**src/rtl/mem_req_arbiter_pkg.sv**
```systemverilog
// Shared definitions for the memory request arbiter: access size
// encodings and the width of a channel id.
package mem_req_arbiter_pkg;

    localparam logic [1:0] SZ_BYTE = 2'd0;
    localparam logic [1:0] SZ_HALF = 2'd1;
    localparam logic [1:0] SZ_WORD = 2'd2;

    // Bits needed to name one of n channels; never less than one bit.
    function automatic int id_width(input int n);
        return (n <= 2) ? 1 : $clog2(n);
    endfunction

endpackage

```
**src/rtl/id_fifo.sv**
```systemverilog
// Ordering FIFO of channel ids for accepted requests. Push and pop in the
// same cycle leave the count unchanged while both pointers advance.
module id_fifo #(
    parameter int DEPTH = 4,
    parameter int IW    = 1
) (
    input  logic                     clk,
    input  logic                     resetn,
    input  logic                     push,
    input  logic [IW-1:0]            push_id,
    input  logic                     pop,
    output logic [IW-1:0]            pop_id,
    output logic                     full,
    output logic                     empty,
    output logic [$clog2(DEPTH):0]   count
);

    localparam int PW = $clog2(DEPTH);

    logic [IW-1:0] mem [DEPTH];
    logic [PW-1:0] wr_ptr;
    logic [PW-1:0] rd_ptr;
    logic          do_push;
    logic          do_pop;

    assign full   = (count == (PW+1)'(DEPTH));
    assign empty  = (count == '0);
    assign pop_id = mem[rd_ptr];

    // Accept a push when there is room or a pop frees a slot; allow a pop
    // on an empty FIFO only when the same cycle pushes (pass-through).
    always_comb begin
        do_push = push & (~full | pop);
        do_pop  = pop & (~empty | push);
    end

    // Pointers wrap naturally because DEPTH is a power of two.
    always_ff @(posedge clk or negedge resetn) begin
        if (!resetn) begin
            wr_ptr <= '0;
            rd_ptr <= '0;
            count  <= '0;
        end else begin
            if (do_push) wr_ptr <= wr_ptr + 1'b1;
            if (do_pop)  rd_ptr <= rd_ptr + 1'b1;
            case ({do_push, do_pop})
                2'b10:   count <= count + 1'b1;
                2'b01:   count <= count - 1'b1;
                default: count <= count;
            endcase
        end
    end

    // Storage needs no reset; entries are only read once written.
    always_ff @(posedge clk) begin
        if (do_push) mem[wr_ptr] <= push_id;
    end

endmodule

```
**src/rtl/mem_req_arbiter.sv**
```systemverilog
// Arbitrates NCH master channels onto one downstream memory port and routes
// in-order responses back to the channel that issued each request.
// Handshake: a request transfers in the cycle where s_req and s_addr_ok are
// both high; a response transfers in any cycle where s_data_ok is high.
// Once s_req is raised without s_addr_ok the chosen channel is held until
// it is accepted, so the downstream request never changes under it.
module mem_req_arbiter
    import mem_req_arbiter_pkg::*;
#(
    parameter int NCH   = 2,
    parameter int AW    = 32,
    parameter int DW    = 32,
    parameter int DEPTH = 4,
    parameter int RR    = 1
) (
    input  logic              clk,
    input  logic              resetn,
    input  logic [NCH-1:0]    m_req,
    input  logic [NCH-1:0]    m_wr,
    input  logic [2*NCH-1:0]  m_size,
    input  logic [AW*NCH-1:0] m_addr,
    input  logic [DW*NCH-1:0] m_wdata,
    output logic [NCH-1:0]    m_addr_ok,
    output logic [NCH-1:0]    m_data_ok,
    output logic [DW-1:0]     m_rdata,
    output logic              s_req,
    output logic              s_wr,
    output logic [1:0]        s_size,
    output logic [AW-1:0]     s_addr,
    output logic [DW-1:0]     s_wdata,
    input  logic              s_addr_ok,
    input  logic              s_data_ok,
    input  logic [DW-1:0]     s_rdata,
    output logic              busy,
    output logic              proto_err
);

    localparam int CW = id_width(NCH);
    localparam int PW = $clog2(DEPTH);

    logic          lock_q;
    logic [CW-1:0] lock_id_q;
    logic [CW-1:0] rr_ptr_q;
    logic          sel_any;
    logic [CW-1:0] sel_id;
    logic          gnt_any;
    logic [CW-1:0] gnt_id;
    logic          accept;
    logic          resp_valid;
    logic [CW-1:0] resp_id;
    logic [CW-1:0] head_id;
    logic          fifo_full;
    logic          fifo_empty;
    logic [PW:0]   fifo_count;

    // Unlocked choice: scan from lowest to highest priority so the last
    // match wins; round-robin rotates the scan start to rr_ptr_q.
    always_comb begin
        sel_any = 1'b0;
        sel_id  = '0;
        for (int i = NCH - 1; i >= 0; i--) begin
            logic [CW-1:0] idx;
            idx = (RR != 0) ? CW'((int'(rr_ptr_q) + i) % NCH) : CW'(i);
            if (m_req[idx]) begin
                sel_any = 1'b1;
                sel_id  = idx;
            end
        end
    end

    // Downstream request: held channel wins over a fresh choice; the port
    // is gated while the ordering FIFO is full or reset is asserted.
    always_comb begin
        gnt_any = lock_q | sel_any;
        gnt_id  = lock_q ? lock_id_q : sel_id;
        s_req   = resetn & gnt_any & ~fifo_full;
        accept  = s_req & s_addr_ok;
        s_wr    = s_req & m_wr[gnt_id];
        s_size  = s_req ? m_size[int'(gnt_id)*2 +: 2] : 2'b00;
        s_addr  = s_req ? m_addr[int'(gnt_id)*AW +: AW] : '0;
        s_wdata = s_req ? m_wdata[int'(gnt_id)*DW +: DW] : '0;
        m_addr_ok = accept ? (NCH'(1) << gnt_id) : '0;
    end

    // Response routing; an empty FIFO with an accept in the same cycle
    // returns the response to the channel being accepted right now.
    always_comb begin
        resp_valid = resetn & s_data_ok & (~fifo_empty | accept);
        resp_id    = fifo_empty ? gnt_id : head_id;
        m_data_ok  = resp_valid ? (NCH'(1) << resp_id) : '0;
        m_rdata    = resetn ? s_rdata : '0;
        busy       = (fifo_count != '0);
    end

    // Lock, round-robin pointer and sticky protocol error.
    always_ff @(posedge clk or negedge resetn) begin
        if (!resetn) begin
            lock_q    <= 1'b0;
            lock_id_q <= '0;
            rr_ptr_q  <= '0;
            proto_err <= 1'b0;
        end else begin
            if (accept) begin
                lock_q   <= 1'b0;
                rr_ptr_q <= (gnt_id == CW'(NCH - 1)) ? '0 : gnt_id + 1'b1;
            end else if (s_req) begin
                lock_q    <= 1'b1;
                lock_id_q <= gnt_id;
            end
            if (s_data_ok && fifo_empty && !accept) proto_err <= 1'b1;
        end
    end

    id_fifo #(
        .DEPTH (DEPTH),
        .IW    (CW)
    ) u_id_fifo (
        .clk     (clk),
        .resetn  (resetn),
        .push    (accept),
        .push_id (gnt_id),
        .pop     (resp_valid),
        .pop_id  (head_id),
        .full    (fifo_full),
        .empty   (fifo_empty),
        .count   (fifo_count)
    );

endmodule
```
**config.mk**
```make
export PLATFORM = sky130hd
export DESIGN_NAME = mem_req_arbiter
export DESIGN_NICKNAME = d
export VERILOG_FILES = /design/src/rtl/mem_req_arbiter_pkg.sv /design/src/rtl/id_fifo.sv /design/src/rtl/mem_req_arbiter.sv
export SDC_FILE = /design/constraint.sdc
export NUM_CORES = 1
export LEC_CHECK = 0
export BUFFER_PORTS_ARGS = -buffer_cell sky130_fd_sc_hd__buf_4
export CAP_MARGIN = 30
export CORE_AREA = 2 2 107 109
export DETAILED_ROUTE_END_ITERATION = 10
export DIE_AREA = 0 0 109 111
export PLACE_DENSITY = 0.6
export RECOVER_POWER = 100
export SYNTH_ARGS = -nofsm -noshare
export SYNTH_HDL_FRONTEND = slang
export SYNTH_SLANG_ARGS = --single-unit
```
**constraint.sdc**
```tcl
create_clock -name clk -period 5.5 [get_ports clk]
set_input_delay 0.55 -clock clk [delete_from_list [all_inputs] [get_ports clk]]
set_output_delay 0.55 -clock clk [all_outputs]
set_load 0.005 [all_outputs]
```
==> results.yml, run 1 <==
global_routing:
  grt_pass1_vias: 2856
  grt_pass1_wl_mm: 14.41
  grt.total_usage: 0.1472
  antenna_found_initial: 0
  grt_max_degree: 71
  gr-total-overflow: 0
worst_setup_path:
  worstPathRequired_ns: 4.95
  crit_top_cell: "clkbuf_1"
  crit_arrival_ns: 3.24
  end_kind: "output port"
  critPathSlowestCell: "clkbuf_1"
  worstReg2RegStart: "u_id_fifo.count[0]"
  startpoint_type: "primary input"
  crit_family: "buffers and inverters"
  r2r_setup_slack_ns: 2.66
  path_buf_inv: 3
  critPathKind: "in -> out"
  cpPeakStageDelay_ns: 1.20
  reg2reg_depth: 5
  reg2reg_to: "u_id_fifo.mem[0]"
  path_cells: "clkbuf_1 > o311ai_4 > clkbuf_1 > a21oi_1 > clkbuf_4"
  crit_fanout: 46
logic_synthesis:
  syn_area_um2: 1966
  syn_avg_cell_area_um2: 6.067
  synth_xor_area_frac: 0.02673
  ys_top_cells_by_count: "nand2_1, a21oi_1, and2_1"
  synth_top_family_by_area: "simple AND/OR/NAND/NOR gates"
  async_flop_share: 0.7333
  syn_nets: 502
  synth.most_common_cell: "nand2_1"
  synth_ff_type: "dfrtp_1"
  ys_types: 34
  synth_compound_area_frac: 0.2164
  synth.top_cell.area_share: 0.2635
  postSynthCellCount: 324
  yosys.area_share.adder: 0.04201
  ys_warn_count: 0
  yosysTopAreaCell: "nand2_1"
  synth_edf_count: 4
  yosys_register_bits: 15
  synthMuxAreaShare: 0.02292
  yosys.area_share.simple: 0.4112
  ys_top_cells_by_area: "nand2_1, a21oi_1, dfrtp_1, and2_1, edfxtp_1"
  seq_area_frac_synth: 0.2011
clock_tree:
  clockBufferDepth: 2
  post_cts_buffers: 0
  cts.hold.buffers_added: 0
  clkTransAtPathRegs_ns: 0.05
  ctsRootBufferMaster: "clkbuf_16"
  clk_latency_ns: 0.24
  numCtsBuffers: 3
  clkSinkCount: 15
  htreeDepth: 1
  cts.repair.resized: 0
  cts_tree: "built"
floorplanning:
  core-area_um2: 11080
  num_rows: 39
  die_height_um: 111
  die_w_um: 109
  die_area_um2: 12100
  io_pins: 278
  start_util: 0.1775
timing:
  whs_ns: 0.4613
  hold_viol: 0
  setup_viol: 0
  skew_ns: 0.0008406
  maxSlewViolCount: 47
  setup_tns_ns: 0
  max_freq_mhz: 263.9
  grt_setup_unrepaired: "false"
  slew_headroom: -0.1349
  fin_crit_ns: 3.789
  period_share: 0.6890
  fin_ws_ns: 1.711
  worstMarginPinSlew_ns: 1.702
layout:
  nets: 762
  num-fill-cells: 1149
  seq_area_um2: 395.4
  stdcell_area_um2: 4187
  area_growth_pct: 113.0
  insertedDiodeCount: 0
  drive_gt1_frac: 0.4871
  multi_input_area_um2: 1415
drt:
  wire_per_inst_um: 13.64
  vias_per_cell: 4.252
  drtPass1Iterations: 4
  drcViolationCount: 0
  vias: 3087
  initialDrtViolationCount: 126
  wirelength_mm: 9.904
  ant_nets: 0
placement:
  portBuffers: 277
  hpwl_mm: 8.125
  dp_slack_ns: 2.725
  gp_congestion: 0.8938
  post_dp_cell_area_um2: 4140
worst_hold_path:
  hold_start: "proto_err"
  holdPathEnd: "proto_err"
  worst_hold_path_type: "reg -> reg"
  hold_depth: 1
power_and_ir_drop:
  peakVddDrop_mv: 0.2889
  p_leak_nw: 2.189
  p_per_area_nw_per_um2: 308.2
outcome:
  status: "finished, violations left"
  failed_checks: "capacitance limit, slew limit"
job:
  maxCapViolCount: 1
flip-flops by register name, summed over array words and instances (netlist names):
signal / cells
proto_err: 1
u_id_fifo.count: 3
lock_q: 1
u_id_fifo.rd_ptr: 2
rr_ptr_q: 1
u_id_fifo.mem: 4
lock_id_q: 1
u_id_fifo.wr_ptr: 2
layer usage:
layer | track usage | share of wire | vias up
li1 | - | - | 1564
met1 | 0.1872 | 0.41 | 1390
met3 | 0.01822 | 0.072 | 10
met2 | 0.2658 | 0.50 | 123
met4 | 0.02308 | 0.0090 | 0
met5 | 0 | 0 | -
cell type report:
class,instances,area share
Clock buffer,4,0.01883
Inverter,5,0.004483
Multi-Input combinational cell,278,0.3380
Sequential cell,15,0.09444
Tap cell,143,0.04274
Timing Repair Buffer,281,0.5015
how the worst max path moves through the flow:
stage / cells after the start / slack (ns) / from / end
after detailed placement: 8 / 2.73 / m_req[0] / s_addr[12]
final: 5 / 1.71 / resetn / s_wdata[12]
after floorplan: 7 / 3.34 / m_req[1] / u_id_fifo.count[2]
after global placement: 7 / 2.57 / m_req[0] / s_wdata[12]
after global routing: 5 / 1.38 / resetn / s_wdata[12]
after CTS: 7 / 2.67 / lock_q / s_addr[12]
cell families (layout without fill, tap and decap cells):
| kind of cell | after synthesis | count (layout) |
|---|---|---|
| muxes | 3 | 3 |
| AOI/OAI and AO/OA | 78 | 78 |
| xor gates and xnor gates | 6 | 6 |
| and+or+nand+nor | 185 | 185 |
| buffers and inverters | 31 | 290 |
| adders and majority gates | 6 | 6 |
| DFF | 15 | 15 |
placed cells by master (no fill, tap or decap), types with 2 or more instances in the layout:
cell	Yosys	routed
buf_4	1	203
nand2_1	138	138
clkbuf_4	0	71
a21oi_1	68	68
and2_0	0	28
dfrtp_1	11	11
clkbuf_1	6	6
inv_1	3	5
nor2_1	5	5
ha_1	5	5
and2_1	32	4
and3_1	4	4
xnor2_1	4	4
edfxtp_1	4	4
clkbuf_16	0	3
nand3_1	1	2
mux2_2	2	2
xor2_1	2	2
power by group:
part | switching [mW] | total, mW | internal [mW]
sequential | 0.0427 | 0.208 | 0.165
combinational | 0.490 | 0.943 | 0.454
clock | 0.0414 | 0.139 | 0.0979
per-stage QoR:
stage	cells	utilization	total power [mW]
3_3_place_gp	721	0.3720	1.153
6_report	726	0.3780	1.290
5_1_grt	726	0.3780	1.417
3_5_place_dp	722	0.3738	1.193
2_1_floorplan	324	-	0.7304
4_1_cts	726	0.3809	1.339
Note: power is estimated with default switching activity, not from simulation.
==> run 2: changes to the inputs <==
==> constraint.sdc (replaced) <==
create_clock -name clk -period 3.9 [get_ports clk]
set_input_delay 0.39 -clock clk [delete_from_list [all_inputs] [get_ports clk]]
set_output_delay 0.39 -clock clk [all_outputs]
set_load 0.005 [all_outputs]
==> results.yml, run 2 (synthesis results as in run 1) <==
floorplanning:
  die_height_um: 111
  core-area_um2: 11080
  num_rows: 39
  die_w_um: 109
  die_area_um2: 12100
  io_pins: 278
  start_util: 0.1775
layout:
  fin_util: 0.3769
  biggestRegsByFlops: "u_id_fifo.mem (4), u_id_fifo.count (3)"
  insertedDiodeCount: 0
  final_cell_mix: "buf_4, nand2_1, clkbuf_4"
  nets: 762
  largest_reg_flops: 4
  final_common_cell: "buf_4"
  stdcell_area_um2: 4175
  drive_gt1_frac: 0.4871
  top_register: "u_id_fifo.mem"
  area_growth_pct: 112.4
placement:
  hpwl_mm: 8.084
  portBuffers: 277
  post_dp_cell_area_um2: 4135
  gp_congestion: 0.9225
power_and_ir_drop:
  sw_frac_of_total: 0.4445
  switching_power_mw: 0.7999
  p_leak_nw: 2.184
  peakVddDrop_mv: 0.2896
  p_per_area_nw_per_um2: 431.0
  clkPwrFrac: 0.107
  seq_power_share: 0.162
  combPwrFrac: 0.731
  p_int_mw: 0.9998
timing:
  max_freq_mhz: 343.7
  setup_viol: 0
  worstMarginPinSlew_ns: 1.394
  setup_tns_ns: 0
  maxSlewViolCount: 0
  period_share: 0.7460
  skew_ns: 0.001390
  fin_crit_ns: 2.909
  slew_headroom: 0.07069
  grt_setup_unrepaired: "false"
  hold_viol: 0
global_routing:
  gr-total-overflow: 0
  grt_pass1_wl_mm: 14.51
  grt.total_usage: 0.1485
  grt_pass1_vias: 2750
  antenna_found_initial: 0
  grt_max_degree: 71
clock_tree:
  clkTransAtPathRegs_ns: 0.04
  clockBufferDepth: 2
  cts_tree: "built"
  clk_latency_ns: 0.24
  post_cts_buffers: 0
  ctsRootBufferMaster: "clkbuf_16"
  cts.repair.resized: 0
  numCtsBuffers: 3
  clkSinkCount: 15
  cts.hold.buffers_added: 0
  htreeDepth: 1
drt:
  drtPass1Iterations: 4
  ant_nets: 0
  drcViolationCount: 0
  vias: 3065
  wirelength_mm: 9.855
  wire_per_inst_um: 13.57
  initialDrtViolationCount: 174
  vias_per_cell: 4.222
worst_setup_path:
  crit_arrival_ns: 2.52
  critPathKind: "reg -> out"
  crit_fanout: 70
  end_kind: "output port"
  worstPathRequired_ns: 3.51
  startpoint_type: "flop"
outcome:
  status: "finished, final reports clean"
worst_hold_path:
  worst_hold_path_type: "in -> async"
job:
  maxCapViolCount: 0
[run 2: changes by cell type in the layout (fill, tap and decap cells not counted), sizes merged]
cell    delta
clkbuf    +11
buf       -11
[run 2: power groups by stage]
stage	Clock (mW)	Sequential [mW]	Combinational, mW
floorplan	0	0.282	0.748
global placement	0	0.294	1.34
CTS	0.199	0.296	1.38
detailed placement	0	0.298	1.37
global route	0.209	0.304	1.48
finish	0.193	0.292	1.32
[run 2: path summary, 6_finish.rpt]
check / startpoint / to / slack [ns] / depth (start not counted)
min: resetn / u_id_fifo.wr_ptr[0] / 0.09 / 1
min reg2reg: proto_err / proto_err / 0.47 / 1
min in group clk: s_addr_ok / lock_id_q / 0.39 / 2
max: lock_q / s_addr[0] / 0.99 / 6
max in group asynchronous: resetn / u_id_fifo.count[0] / 3.52 / 1
max reg2reg: u_id_fifo.count[0] / u_id_fifo.count[2] / 1.52 / 8
[run 2: layout make-up]
cell class | count | area (um2)
clock buffer | 4 | 78.83
fill | 1175 | 6902
inverter | 5 | 18.77
multi-input combinational | 278 | 1415
sequential | 15 | 395.4
tap | 143 | 178.9
timing repair buffer | 281 | 2088
[run 2: layer usage]
layer	part of all wire	track usage	wire (um)
met4	0.0062	0.01624	61
met3	0.088	0.02881	869
met2	0.49	0.2642	4878
met1	0.41	0.1890	4045
met5	0	0	0
[run 2: worst max-delay path, cell delays in order, from the launching register on]
cell and delay (ns):
dfrtp_1 0.44, nand2b_1 0.13, o21a_2 0.13, clkbuf_2 0.99, nand2_1 0.15, a21oi_1 0.21, clkbuf_4 0.17
[run 2: through the flow]
stage	worst slack [ns]	power [mW]	cells	hold slack [ns]
final	0.9907	1.800	726	0.08822
after global routing	0.7147	1.988	726	0.1044
after CTS	1.074	1.872	726	0.08487
after detailed placement	1.279	1.668	722	0.3451
after global placement	1.235	1.633	721	0.3320
after floorplan	1.805	1.030	324	0.09441
